[config.mk]
export PLATFORM = sky130hd
export DESIGN_NAME = rr_arbiter_8_flat
export DESIGN_NICKNAME = d
export VERILOG_FILES = /design/src/rtl/arb_pkg.sv /design/src/rtl/rr_arbiter_8_if.sv /design/src/rtl/rr_arbiter_8_pick.sv /design/src/rtl/rr_arbiter_8.sv /design/src/flat_wrapper.sv
export SDC_FILE = /design/constraint.sdc
export NUM_CORES = 1
export LEC_CHECK = 0
export CAP_MARGIN = 20
export CELL_PAD_IN_SITES_DETAIL_PLACEMENT = 0
export CELL_PAD_IN_SITES_GLOBAL_PLACEMENT = 1
export CORE_MARGIN = 3
export CORE_UTILIZATION = 25
export DETAILED_ROUTE_END_ITERATION = 8
export DONT_BUFFER_PORTS = 1
export PLACE_DENSITY = 0.55
export REMOVE_ABC_BUFFERS = 1
export SLEW_MARGIN = 20
export SYNTH_ARGS = -nofsm -noshare
export SYNTH_HDL_FRONTEND = slang
export SYNTH_SLANG_ARGS = --single-unit
[constraint.sdc]
create_clock -name clk -period 6.4 [get_ports clk]
set_input_delay 0.96 -clock clk [delete_from_list [all_inputs] [get_ports clk]]
set_output_delay 0.96 -clock clk [all_outputs]
set_load 0.005 [all_outputs]
[src/rtl/arb_pkg.sv]
// Shared constants, FSM state type and one-hot helper for the
// 8-requester round-robin arbiter.
package arb_pkg;

  localparam int N       = 8;
  localparam int IDXW    = 3;
  // Maximum grant hold in cycles; only consulted when ARB_TIMEOUT_EN is defined.
  localparam int TIMEOUT = 16;

  typedef enum logic {
    IDLE  = 1'b0,
    GRANT = 1'b1
  } arb_state_e;

  function automatic logic [N-1:0] onehot_of(input logic [IDXW-1:0] idx);
    onehot_of      = '0;
    onehot_of[idx] = 1'b1;
  endfunction

endpackage

[src/rtl/rr_arbiter_8_if.sv]
// Request/grant bus between the requesters and the arbiter.
// slave = arbiter side, master = requester/testbench side.
interface rr_arbiter_8_if;
  import arb_pkg::*;

  logic [N-1:0] req;
  logic         done;
  logic [N-1:0] gnt;
  logic         gnt_valid;
  logic         timeout;

  modport slave  (input  req, done, output gnt, gnt_valid, timeout);
  modport master (output req, done, input  gnt, gnt_valid, timeout);

endinterface

[src/rtl/rr_arbiter_8_pick.sv]
// Combinational round-robin picker: first set bit of (req & ~excl)
// scanning from ptr upward with wrap-around.
module rr_pick
  import arb_pkg::*;
(
  input  logic [N-1:0]    i_req,
  input  logic [IDXW-1:0] i_ptr,
  input  logic [N-1:0]    i_excl,
  output logic [IDXW-1:0] o_idx,
  output logic [N-1:0]    o_onehot,
  output logic            o_any
);

  logic [N-1:0] w_masked;

  assign w_masked = i_req & ~i_excl;

  // Rotating priority scan; IDXW-bit addition wraps modulo N for free.
  always_comb begin
    logic [IDXW-1:0] v_cand;
    o_idx  = '0;
    o_any  = 1'b0;
    v_cand = '0;
    for (int i = 0; i < N; i++) begin
      v_cand = i_ptr + IDXW'(i);
      if (!o_any && w_masked[v_cand]) begin
        o_idx = v_cand;
        o_any = 1'b1;
      end
    end
  end

  assign o_onehot = o_any ? onehot_of(o_idx) : '0;

endmodule

[src/rtl/rr_arbiter_8.sv]
// Round-robin arbiter, 8 requesters, registered strictly one-hot grant.
// Grant is held until done (or the owner drops its request), then
// priority rotates to owner+1 with a same-edge handover when possible.
// Optional hold timeout: define ARB_TIMEOUT_EN.
module rr_arbiter_8
  import arb_pkg::*;
(
  input  logic           clk,
  input  logic           rst_n,
  rr_arbiter_8_if.slave  bus
);

  arb_state_e      r_state;
  logic [IDXW-1:0] r_ptr;
  logic [IDXW-1:0] r_owner;
  logic [N-1:0]    r_gnt;
  logic            r_gnt_valid;

  logic [IDXW-1:0] w_pick_ptr;
  logic [N-1:0]    w_excl;
  logic [IDXW-1:0] w_win_idx;
  logic [N-1:0]    w_win_oh;
  logic            w_win_any;
  logic            w_owner_req;
  logic            w_to_fire;
  logic            w_release;

  // While granting, the next winner is searched from owner+1 with the
  // owner masked out, so a release can hand over on the same edge and
  // the releasing requester cannot immediately re-win.
  assign w_pick_ptr  = (r_state == GRANT) ? r_owner + IDXW'(1) : r_ptr;
  assign w_excl      = (r_state == GRANT) ? onehot_of(r_owner) : '0;
  assign w_owner_req = bus.req[r_owner];

  rr_pick u_pick (
    .i_req    (bus.req),
    .i_ptr    (w_pick_ptr),
    .i_excl   (w_excl),
    .o_idx    (w_win_idx),
    .o_onehot (w_win_oh),
    .o_any    (w_win_any)
  );

`ifdef ARB_TIMEOUT_EN
  localparam int CNTW = $clog2(TIMEOUT) + 1;

  logic [CNTW-1:0] r_cnt;
  logic            r_timeout;

  // Force-release only fires when the grant would otherwise be held.
  assign w_to_fire = (r_state == GRANT) && !bus.done && w_owner_req &&
                     (r_cnt == CNTW'(TIMEOUT - 1));

  // Hold counter: zero outside a held grant, counts cycles held without done.
  always_ff @(posedge clk or negedge rst_n) begin
    if (!rst_n) begin
      r_cnt     <= '0;
      r_timeout <= 1'b0;
    end else begin
      r_timeout <= w_to_fire;
      if (r_state != GRANT || w_release)
        r_cnt <= '0;
      else
        r_cnt <= r_cnt + CNTW'(1);
    end
  end

  assign bus.timeout = r_timeout;
`else
  assign w_to_fire   = 1'b0;
  assign bus.timeout = 1'b0;
`endif

  // done wins over a simultaneous request drop; both release identically.
  assign w_release = (r_state == GRANT) && (bus.done || !w_owner_req || w_to_fire);

  // Arbitration FSM with registered grant outputs.
  always_ff @(posedge clk or negedge rst_n) begin
    if (!rst_n) begin
      r_state     <= IDLE;
      r_ptr       <= '0;
      r_owner     <= '0;
      r_gnt       <= '0;
      r_gnt_valid <= 1'b0;
    end else begin
      case (r_state)
        IDLE: begin
          if (w_win_any) begin
            r_owner     <= w_win_idx;
            r_gnt       <= w_win_oh;
            r_gnt_valid <= 1'b1;
            r_state     <= GRANT;
          end
        end
        GRANT: begin
          if (w_release) begin
            r_ptr <= r_owner + IDXW'(1);
            if (w_win_any) begin
              r_owner     <= w_win_idx;
              r_gnt       <= w_win_oh;
              r_gnt_valid <= 1'b1;
            end else begin
              r_gnt       <= '0;
              r_gnt_valid <= 1'b0;
              r_state     <= IDLE;
            end
          end
        end
        default: begin
          r_state     <= IDLE;
          r_gnt       <= '0;
          r_gnt_valid <= 1'b0;
        end
      endcase
    end
  end

  assign bus.gnt       = r_gnt;
  assign bus.gnt_valid = r_gnt_valid;

endmodule
[src/flat_wrapper.sv]
// flat-port wrapper written by rule: the top's interface ports become plain ports
module rr_arbiter_8_flat import arb_pkg::*;
  (clk, rst_n, bus_req, bus_done, bus_gnt, bus_gnt_valid, bus_timeout);
  rr_arbiter_8_if bus_i ();
  input  logic clk;
  input  logic rst_n;
  input wire logic [$bits(bus_i.req)-1:0] bus_req;
  input wire logic [$bits(bus_i.done)-1:0] bus_done;
  output wire logic [$bits(bus_i.gnt)-1:0] bus_gnt;
  output wire logic [$bits(bus_i.gnt_valid)-1:0] bus_gnt_valid;
  output wire logic [$bits(bus_i.timeout)-1:0] bus_timeout;
  assign bus_i.req = bus_req;
  assign bus_i.done = bus_done;
  assign bus_gnt = bus_i.gnt;
  assign bus_gnt_valid = bus_i.gnt_valid;
  assign bus_timeout = bus_i.timeout;
  rr_arbiter_8 u_core (.clk(clk), .rst_n(rst_n), .bus(bus_i));
endmodule
Word-level counts from Yosys, hierarchy flattened
Index checks and enable logic that the tools add are counted.
{ "word_totals": {"register_bits": 16, "in_bits": 11, "out_inout_bits": 10, "word_cells": 104} }
{ "classes": {"n_addsub": 8, "n_lt_le_gt_ge": 12, "n_eq_ne": 2, "mux": 53, "bitwise_logic": 3, "reduce_logical": 21} }
{ "op_table": {"columns": ["op", "count"], "rows": [
  ["3-bit by 4-bit less-than comparator with 1-bit output (second input constant)", 10],
  ["3-bit 2-to-1 mux", 11],
  ["8-bit 2-to-1 mux", 4],
  ["1-bit binary-select mux with 3-bit select", 9],
  ["1-bit 2-to-1 mux", 23],
  ["8-bit case mux with 2 select lines", 1],
  ["3-bit adder (second input constant)", 4],
  ["1-bit logical AND", 10],
  ["8-bit bitwise AND", 1],
  ["1-bit zero test", 8],
  ["8-bit NOT", 1],
  ["3-bit by 1-bit adder with 3-bit output (second input constant)", 2],
  ["3-bit by 2-bit adder with 3-bit output (second input constant)", 2],
  ["1-bit demux with 3-bit select", 2],
  ["3-bit by 1-bit >= comparator with 1-bit output (second input constant)", 2],
  ["3-bit case mux with 2 select lines", 1],
  ["2-bit inequality test (second input constant)", 2],
  ["1-bit case mux with 2 select lines", 2],
  ["2-bit AND reduction", 2],
  ["1-bit logical OR", 1],
  ["1-bit NOT", 1]
]} }

Longest topological paths before layout
Gate-level depths: netlist (run 1).
{ "logic_depth": {"ltp_word": 38, "ltp_mapped": 16, "depth_no_buf": 14} }

By module
A second synthesis (run 1) with hierarchy kept.
{ "unflattened": {"cells_unflattened": 230, "hier_area_um2": 2187.1} }
{ "modules_own_cells": {"columns": ["module", "n_inst", "cells_per_inst", "area_each_um2", "seq_area_each_um2"], "rows": [
  ["rr_pick", 1, 146, 1260.0, 0.0],
  ["rr_arbiter_8", 1, 84, 927.1, 400.4]
]} }

Worst setup path after synthesis (run 1)
No wires, ideal clock.
{ "synth_timing": {"path_kind": "register to register", "from": "reg u_core.r_owner[0]", "to": "reg u_core.r_owner[1]", "setup_time_ns": 0.125, "arrival_time_ns": 3.610, "required_ns": 6.275, "slack_ns": 2.665, "stages_incl_launch_ff": 16, "path_buffers": 1, "period_less_slack_ns": 3.735, "cell_sequence": "dfrtp_1 -> ha_1 -> mux2_4 -> inv_4 -> ha_1 -> clkbuf_1 -> inv_1 -> o211ai_1 -> a31oi_1 -> nor3_1 -> nor4_1 -> a21o_1 -> o211ai_1 -> a221oi_1 -> a211oi_2 -> mux2_2"} }
{ "synth_via": {"elab_chain_cells": 34, "word_cells_on_any_way": 72, "cone_classes": "add/sub (8); order compare (2); eq/ne (1); mux (41); bitwise (2); reduce/logical (18)"} }
{ "synth_rtl": {"columns": ["element", "line", "rtl"], "rows": [
  ["start, declared", "rr_arbiter_8.sv:15", "logic [IDXW-1:0] r_owner;"],
  ["start signal, assigned", "rr_arbiter_8.sv:89", "r_owner <= w_win_idx;"],
  ["start signal, assigned", "rr_arbiter_8.sv:99", "r_owner <= w_win_idx;"],
  ["3-bit by 4-bit less-than comparator with 1-bit output (not written as such) or 3-bit by 1-bit >= comparator with 1-bit output (tied branches)", "arb_pkg.sv:17", "onehot_of[idx] = 1'b1;"],
  ["1-bit logical AND (not written as such)", "arb_pkg.sv:17", null],
  ["1-bit 2-to-1 mux (not written as such)", "arb_pkg.sv:17", null],
  ["1-bit demux with 3-bit select", null, null],
  ["8-bit 2-to-1 mux", "rr_arbiter_8.sv:32", "assign w_excl = (r_state == GRANT) ? onehot_of(r_owner) : '0;"],
  ["8-bit NOT", "rr_arbiter_8_pick.sv:16", "assign w_masked = i_req & ~i_excl;"],
  ["8-bit bitwise AND", "rr_arbiter_8_pick.sv:16", null],
  ["1-bit binary-select mux with 3-bit select", "rr_arbiter_8_pick.sv:26", "if (!o_any && w_masked[v_cand]) begin"],
  ["(+18 left out)", null, null],
  ["1-bit logical AND", "rr_arbiter_8_pick.sv:26", null],
  ["1-bit 2-to-1 mux", "rr_arbiter_8_pick.sv:26", null],
  ["1-bit zero test", "rr_arbiter_8_pick.sv:26", null],
  ["1-bit logical AND", "rr_arbiter_8_pick.sv:26", null],
  ["3-bit 2-to-1 mux or 1-bit 2-to-1 mux (tied branches)", "rr_arbiter_8_pick.sv:26", null],
  ["3-bit 2-to-1 mux", "rr_arbiter_8.sv:88, rr_arbiter_8.sv:98", null],
  ["3-bit 2-to-1 mux", "rr_arbiter_8.sv:96", "if (w_release) begin"],
  ["3-bit case mux with 2 select lines", "rr_arbiter_8.sv:86", "case (r_state)"]
]} }
Parallel ways exist; a longest one is shown, timed or not. The select of a mux whose other input is x is not followed.
A chain may end at the register's enable or synchronous reset.

Final worst setup path (run 1)
{ "layout_timing": {"from": "reg u_core.r_owner[1]", "to": "reg u_core.r_owner[1]"} }
The elaborated chain is that of the path after synthesis.

==> results of run 1 <==
==> metrics by stage <==
step	util, %	setup slack [ns]	instance area (um2)	hold slack [ns]	std cells
detailed placement	27.3	1.68	1910	0.509	296
CTS	28.1	1.65	1970	0.399	300
global placement	27.3	1.72	1910	0.508	296
floorplan	-	2.41	1790	0.471	199
global route	28.1	1.16	1970	0.388	300
finish	28.1	1.63	1970	0.404	300
==> path summary, 6_finish.rpt <==
path | startpoint | end | slack [ns] | cells past startpoint
min reg2reg | u_core.bus.gnt_valid | u_core.bus.gnt_valid | 0.52 | 2
max in group asynchronous | rst_n | u_core.r_state | 5.92 | 0
min in group clk | u_core.bus.gnt_valid | u_core.bus.gnt_valid | 0.52 | 2
min | rst_n | u_core.bus.gnt[1] | 0.40 | 0
max | u_core.r_owner[1] | u_core.r_owner[1] | 1.63 | 14
max reg2reg | u_core.r_owner[1] | u_core.r_owner[1] | 1.63 | 14
==> state kept, by name, summed over array words and instances (netlist names) <==
name and cells:
u_core.bus.gnt 8, u_core.bus.gnt_valid 1, u_core.r_owner 3, u_core.r_ptr 3, u_core.r_state 1
==> layer usage <==
layer	part of all wire (%)	wire (um)
met3	5.7	300
met1	48	2530
met4	0.91	48
met5	0	0
met2	46	2420
==> worst reg2reg max path: stages (launching register included) <==
cell and delay [ns]:
dfrtp_1 0.56, ha_1 0.34, mux2_4 0.37, inv_4 0.14, ha_1 0.40, mux4_2 0.41
nor2_1 0.04, a31oi_1 0.59, nor3_1 0.14, nor4_1 0.48, a21o_1 0.14, o211ai_1 0.09
a221oi_1 0.49, a211oi_2 0.16, mux2_2 0.31
==> synth_stat cells (5+ instances only) <==
| cell | n |
|---|---|
| o21ai_0 | 11 |
| a32o_1 | 8 |
| mux2_2 | 7 |
| mux2i_1 | 9 |
| dfrtp_1 | 16 |
| inv_1 | 5 |
| nand2_1 | 25 |
| a21oi_1 | 9 |
| nand3_1 | 8 |
| nor2_1 | 10 |
| o211ai_1 | 7 |
==> final cells by class <==
type,count,share of cell area (%)
inverter,7,1.46
clock buffer,4,2.80
sequential,16,20.3
tap,96,6.10
multi-input combinational,176,68.9
timing repair buffer,1,0.381
==> kinds of logic after synthesis <==
family | Yosys count | share of synthesized area, %
and+or+nand+nor | 77 | 23.3
AOI/OAI and AO/OA | 70 | 30.9
muxes | 20 | 13.5
buffers and inverters | 20 | 5.51
DFF | 16 | 21.5
xor gates and xnor gates | 5 | 3.09
adders and majority gates | 3 | 2.02
other | 1 | 0.202
==> results.md, run 1 <==
| Quantity | This run | Unit |
|:---|:---|:---|
| Endpoints failing hold | 0 | - |
| Remaining routing DRC violations | 0 | - |
| First-pass GRT wire length | 8840 | um |
| Ordered cell list for the critical path | ha_1 -> mux2_4 -> inv_4 -> ha_1 -> mux4_2 -> nor2_1 -> a31oi_1 -> nor3_1 -> nor4_1 -> a21o_1 -> o211ai_1 -> a221oi_1 -> a211oi_2 -> mux2_2 | - |
| Die height | 92.3 | um |
| Maximum count of clock buffers along a single path | 2 | - |
| Number of detailed-route iterations in the first pass | 4 | - |
| Htree depth | 1 | - |
| Least-Margin Pin Slew | 0.757 | ns |
| Worst slew margin relative to its limit | 49.3 | % |
| Library cell with the largest summed area after synthesis | dfrtp_1 | - |
| Total congestion overflow | 0 | - |
| Status | complete, no violations | - |
| TritonCTS clock tree | built | - |
| Overall track demand over capacity in global routing | 12.8 | % |
| Global Route met2 Usage | 20.7 | % |
| Met3 track utilization from global routing | 2.13 | % |
| Most frequent standard cell in the layout excluding fill and tap cells | nand2_1 | - |
| I/O pin cnt | 21 | - |
| Die ar. | 0.00851 | mm2 |
| Library cells used by synthesis | 71 | - |
| Register area share after synthesis | 21.5 | % |
| Wire per inst | 17.7 | um |
| Maximum number of pins on one net before global-route repair | 21 | - |
| Starting density of the core | 26.5 | % |
| Worst Path Max Fanout | 14 | - |
| Number of antenna violations at the first check in global routing | 0 | - |
| Via density | 5.48 | - |
| WL final | 5300 | um |
| Required @ worst endpoint | 6.53 | ns |
| Storage element area | 400 | um2 |
| HPWL after detailed placement | 4060 | um |
| Number of vias in the routed layout | 1643 | - |
| Area delta synth->final | 5.85 | % |
| Flops & latches, synth | 16 | - |
| Synthesized instance count | 212 | - |
| Fraction of registers with async set or reset after synthesis | 100 | % |
| Setup violations, final | 0 | - |
| # port buffers | 0 | - |
| Via count of the first global-routing pass | 1655 | - |
| NumNets Final | 219 | - |
| Most frequent cell on the critical path | ha_1 | - |
| Routability-driven placement congestion ratio | 0.840 | - |
| Final worst path period need | 4.77 | ns |
| Unrepaired setup endpoints after global routing | no | - |
| CP peak stage delay | 0.59 | ns |
| Sinks on Clock Net | 16 | - |
| Clock network latency to the later pin of the worst-skew pair | 0.24 | ns |
| Max_cap viols | 0 | - |
| Clk root buf | clkbuf_8 | - |
| Row count | 30 | - |
| Fmax achieved | 0.210 | GHz |
| Clock slew at reported path FFs | 0.06 | ns |
| Cts hold-fix bufs | 0 | - |
| 1st-iter DRT viols | 94 | - |
| Area inside the core boundary | 0.00702 | mm2 |
| Largest cells by area after synthesis | dfrtp_1 (22%), nand2_1 (5.0%), mux2i_1 (4.8%) | - |
| Top FF cell, synth | dfrtp_1 | - |
| Total CTS buffers | 3 | - |
| Met1 routing resource usage after global routing | 17.6 | % |
| Cell family with most CP delay | compound AO/OA/AOI/OAI gates | - |
| Antenna-violating nets left | 0 | - |
| Data arrival time at the worst-slack endpoint | 4.90 | ns |
| Setup TNS | 0 | ns |
| Nature of the critical path startpoint | register | - |
| Syn Std Cell Area | 0.00186 | mm2 |
| GR peak layer | met2 | - |
| Portion of synthesized cell area occupied by the leading cell type | 21.5 | % |
| Leading cell types in the layout, fill and taps excluded | nand2_1 (25), dfrtp_1 (16), o21ai_0 (11) | - |
| Fill cell total of the finished layout | 778 | - |
| Die X | 92.3 | um |
| Class of the worst hold path | in2async | - |
| Final Cycle Share | 74.5 | % |
| Number of resized instances in the post-cts repair step | 0 | - |
| Diode count | 0 | - |
| Endpoint kind of the worst setup timing path | register | - |
| CP Class | reg2reg | - |
| Fraction of layout instances using a drive strength above 1 | 18.1 | % |
| Post-synth EDFFs | 0 | - |
| Buffer count from post-CTS setup fixing | 0 | - |
| Multi-input combinational cell area | 0.00136 | mm2 |
| Max Slew Vio Count | 0 | - |
| Critical path buffers and inverters | 1 | - |
| Clock Skew | 0.00555 | ns |
| CP max stage cell | a31oi_1 | - |
| Number of warnings printed during yosys synthesis | 0 | - |
| Mapped Avg Cell Area | 8.78 | um2 |
Power of run 1 is not shown: default switching activity piles up to over one toggle a cycle in this logic, so the estimate is an artifact.
==> run 2: changes to the inputs <==
--- a/config.mk
+++ b/config.mk
@@ -12,7 +12,7 @@
 export CORE_UTILIZATION = 25
 export DETAILED_ROUTE_END_ITERATION = 8
 export DONT_BUFFER_PORTS = 1
-export PLACE_DENSITY = 0.55
+export PLACE_DENSITY = 0.56
 export REMOVE_ABC_BUFFERS = 1
 export SLEW_MARGIN = 20
 export SYNTH_ARGS = -nofsm -noshare
==> constraint.sdc (replaced) <==
create_clock -name clk -period 4.2 [get_ports clk]
set_input_delay 0.63 -clock clk [delete_from_list [all_inputs] [get_ports clk]]
set_output_delay 0.63 -clock clk [all_outputs]
set_load 0.005 [all_outputs]
==> results.md, run 2 (same netlist as run 1, synthesis figures left out) <==
| Quantity | This run | Unit | Change |
|:---|:---|:---|:---|
| Post-Place Cells | 307 | - | was 296 |
| Antenna-violating nets left | 0 | - | unchanged |
| Non-filler instance count after layout | 312 | - | was 300 |
| 1st-iter DRT viols | 144 | - | was 94 |
| Fill cell total of the finished layout | 765 | - | was 778 |
| CP max stage cell | mux4_2 | - | was a31oi_1 |
| Most frequent standard cell in the layout excluding fill and tap cells | nand2_1 | - | unchanged |
| Die X | 92.3 | um | unchanged |
| I/O pin cnt | 21 | - | unchanged |
| Number of vias in the routed layout | 1724 | - | was 1643 |
| Total CTS buffers | 3 | - | unchanged |
| Total congestion overflow | 0 | - | unchanged |
| Fmax achieved | 0.253 | GHz | was 0.210 GHz |
| Via density | 5.53 | - | was 5.48 |
| Final Cycle Share | 94.0 | % | was 74.5% |
| NumNets Final | 231 | - | was 219 |
| Worst Path Max Fanout | 10 | - | was 14 |
| Area inside the core boundary | 0.00702 | mm2 | unchanged |
| Capturing element of the worst setup path | u_core.bus.gnt[2] | - | was u_core.r_owner[1] |
| Worst r2r src | u_core.r_owner[0] | - | was u_core.r_owner[1] |
| Row count | 30 | - | unchanged |
| Endpoint of the most critical register-to-register path | u_core.bus.gnt[2] | - | was u_core.r_owner[1] |
| CP peak stage delay | 0.41 | ns | was 0.59 ns |
| Worst r2r path cells | 14 | - | unchanged |
| CP Class | reg2reg | - | unchanged |
| Remaining routing DRC violations | 0 | - | unchanged |
| Required @ worst endpoint | 4.34 | ns | was 6.53 ns |
| WL final | 5460 | um | was 5300 um |
| Nature of the critical path startpoint | register | - | unchanged |
| Sinks on Clock Net | 16 | - | unchanged |
| Number of antenna violations at the first check in global routing | 0 | - | unchanged |
| Via count of the first global-routing pass | 1702 | - | was 1655 |
| HPWL after detailed placement | 4260 | um | was 4060 um |
| Cts hold-fix bufs | 0 | - | unchanged |
| Critical Path Source | u_core.r_owner[0] | - | was u_core.r_owner[1] |
| Data arrival time at the worst-slack endpoint | 4.09 | ns | was 4.90 ns |
| Area delta synth->final | 11.5 | % | was 5.85% |
| Endpoints failing hold | 0 | - | unchanged |
| Starting density of the core | 26.5 | % | unchanged |
| Storage element area | 400 | um2 | unchanged |
| Final worst path period need | 3.95 | ns | was 4.77 ns |
| Setup TNS | 0 | ns | unchanged |
| Die height | 92.3 | um | unchanged |
| Number of detailed-route iterations in the first pass | 4 | - | unchanged |
| Maximum count of clock buffers along a single path | 2 | - | unchanged |
| Worst slew margin relative to its limit | 47.4 | % | was 49.3% |
| Fraction of layout instances using a drive strength above 1 | 24.5 | % | was 18.1% |
| Register-to-register setup slack | 0.25 | ns | was 1.63 ns |
| Diode count | 0 | - | unchanged |
| Maximum number of pins on one net before global-route repair | 21 | - | unchanged |
| Number of flip-flops in the largest register | 8 | - | unchanged |
| Unrepaired setup endpoints after global routing | no | - | unchanged |
| Status | complete, no violations | - | unchanged |
| Wire per inst | 17.5 | um | was 17.7 um |
| Least-Margin Pin Slew | 0.787 | ns | was 0.757 ns |
| Class of the worst hold path | in2async | - | unchanged |
| TritonCTS clock tree | built | - | unchanged |
| Die ar. | 0.00851 | mm2 | unchanged |
| Setup violations, final | 0 | - | unchanged |
| Max Slew Vio Count | 0 | - | unchanged |
| Leading cell types in the layout, fill and taps excluded | nand2_1 (25), dfrtp_1 (16), buf_4 (13) | - | was nand2_1 (25), dfrtp_1 (16), o21ai_0 (11) |
| Overall track demand over capacity in global routing | 13.1 | % | was 12.8% |
| # port buffers | 0 | - | unchanged |
| Multi-input combinational cell area | 0.00137 | mm2 | was 0.00136 mm2 |
| First-pass GRT wire length | 8940 | um | was 8840 um |
| Clk root buf | clkbuf_8 | - | unchanged |
| Ordered cell list for the critical path | ha_1 -> mux2_4 -> inv_4 -> ha_2 -> buf_4 -> mux4_2 -> nor2_1 -> a31o_2 -> mux2_2 -> nor4b_4 -> and4b_4 -> o32ai_2 -> and2_4 -> a32o_1 | - | was ha_1 -> mux2_4 -> inv_4 -> ha_1 -> mux4_2 -> nor2_1 -> a31oi_1 -> nor3_1 -> nor4_1 -> a21o_1 -> o211ai_1 -> a221oi_1 -> a211oi_2 -> mux2_2 |
| Routability-driven placement congestion ratio | 0.811 | - | was 0.840 |
| Clock slew at reported path FFs | 0.06 | ns | about the same |
| Clock Skew | 0.00167 | ns | was 0.00555 ns |
| Max_cap viols | 0 | - | unchanged |
| Clock network latency to the later pin of the worst-skew pair | 0.25 | ns | was 0.24 ns |
| Htree depth | 1 | - | unchanged |
| Endpoint kind of the worst setup timing path | register | - | unchanged |
-- run 2: worst min path at each step --
stage                     startpoint              endpoint  slack [ns]  cells after the start
after floorplan                rst_n     u_core.bus.gnt[0]        0.33                      0
after CTS                      rst_n     u_core.bus.gnt[3]        0.06                      0
after detailed placement       rst_n     u_core.bus.gnt[5]        0.33                      0
after global placement         rst_n     u_core.bus.gnt[1]        0.33                      0
final                          rst_n     u_core.bus.gnt[5]        0.07                      0
after global routing           rst_n  u_core.bus.gnt_valid        0.05                      0
-- run 2: metrics by stage --
step | area, um2 | worst slack [ns] | util (%) | hold WS (ns)
CTS | 2050 | 0.102 | 29.2 | 0.0599
global placement | 2000 | 0.0996 | 28.4 | 0.335
finish | 2070 | 0.250 | 29.6 | 0.0657
global route | 2070 | 0.0381 | 29.6 | 0.0548
detailed placement | 2000 | 0.149 | 28.4 | 0.335
floorplan | 1790 | 0.214 | - | 0.334
-- run 2: layout make-up --
| class | count | share of cell area [%] |
|---|---|---|
| inverters | 7 | 1.39 |
| multi-input cells | 176 | 66.2 |
| flip-flops and latches | 16 | 19.3 |
| well taps | 96 | 5.79 |
| clock buffers | 4 | 2.65 |
| repair buffers | 13 | 4.70 |
-- run 2: critical path, delay by kind of cell, from the launching register on --
kind	cells	cell delay, ns
AO/OA/AOI/OAI	3	0.54
flip-flops	1	0.38
multiplexers	3	0.95
AND/OR/NAND/NOR	4	0.99
adder cells (fa/ha/maj)	2	0.68
buffers and inverters	2	0.29
-- run 2: repair_timing --
item / in CTS / in global routing
buffers inserted: 0 / 1
endpoints found under the setup margin: 0 / 11
gates resized for setup: 0 / 5
-- run 2: routing by layer --
layer  share of wire [%]  track usage, %  vias to the layer above  wire length [um]
li1                    -               -                      827                 -
met1                  48            18.5                      854              2610
met2                  46            20.4                       36              2520
met3                 4.7            1.64                        7               256
met4                 1.5            4.58                        0                81
met5                   0               0                        -                 0
Power of run 2 is left out for the same reason.
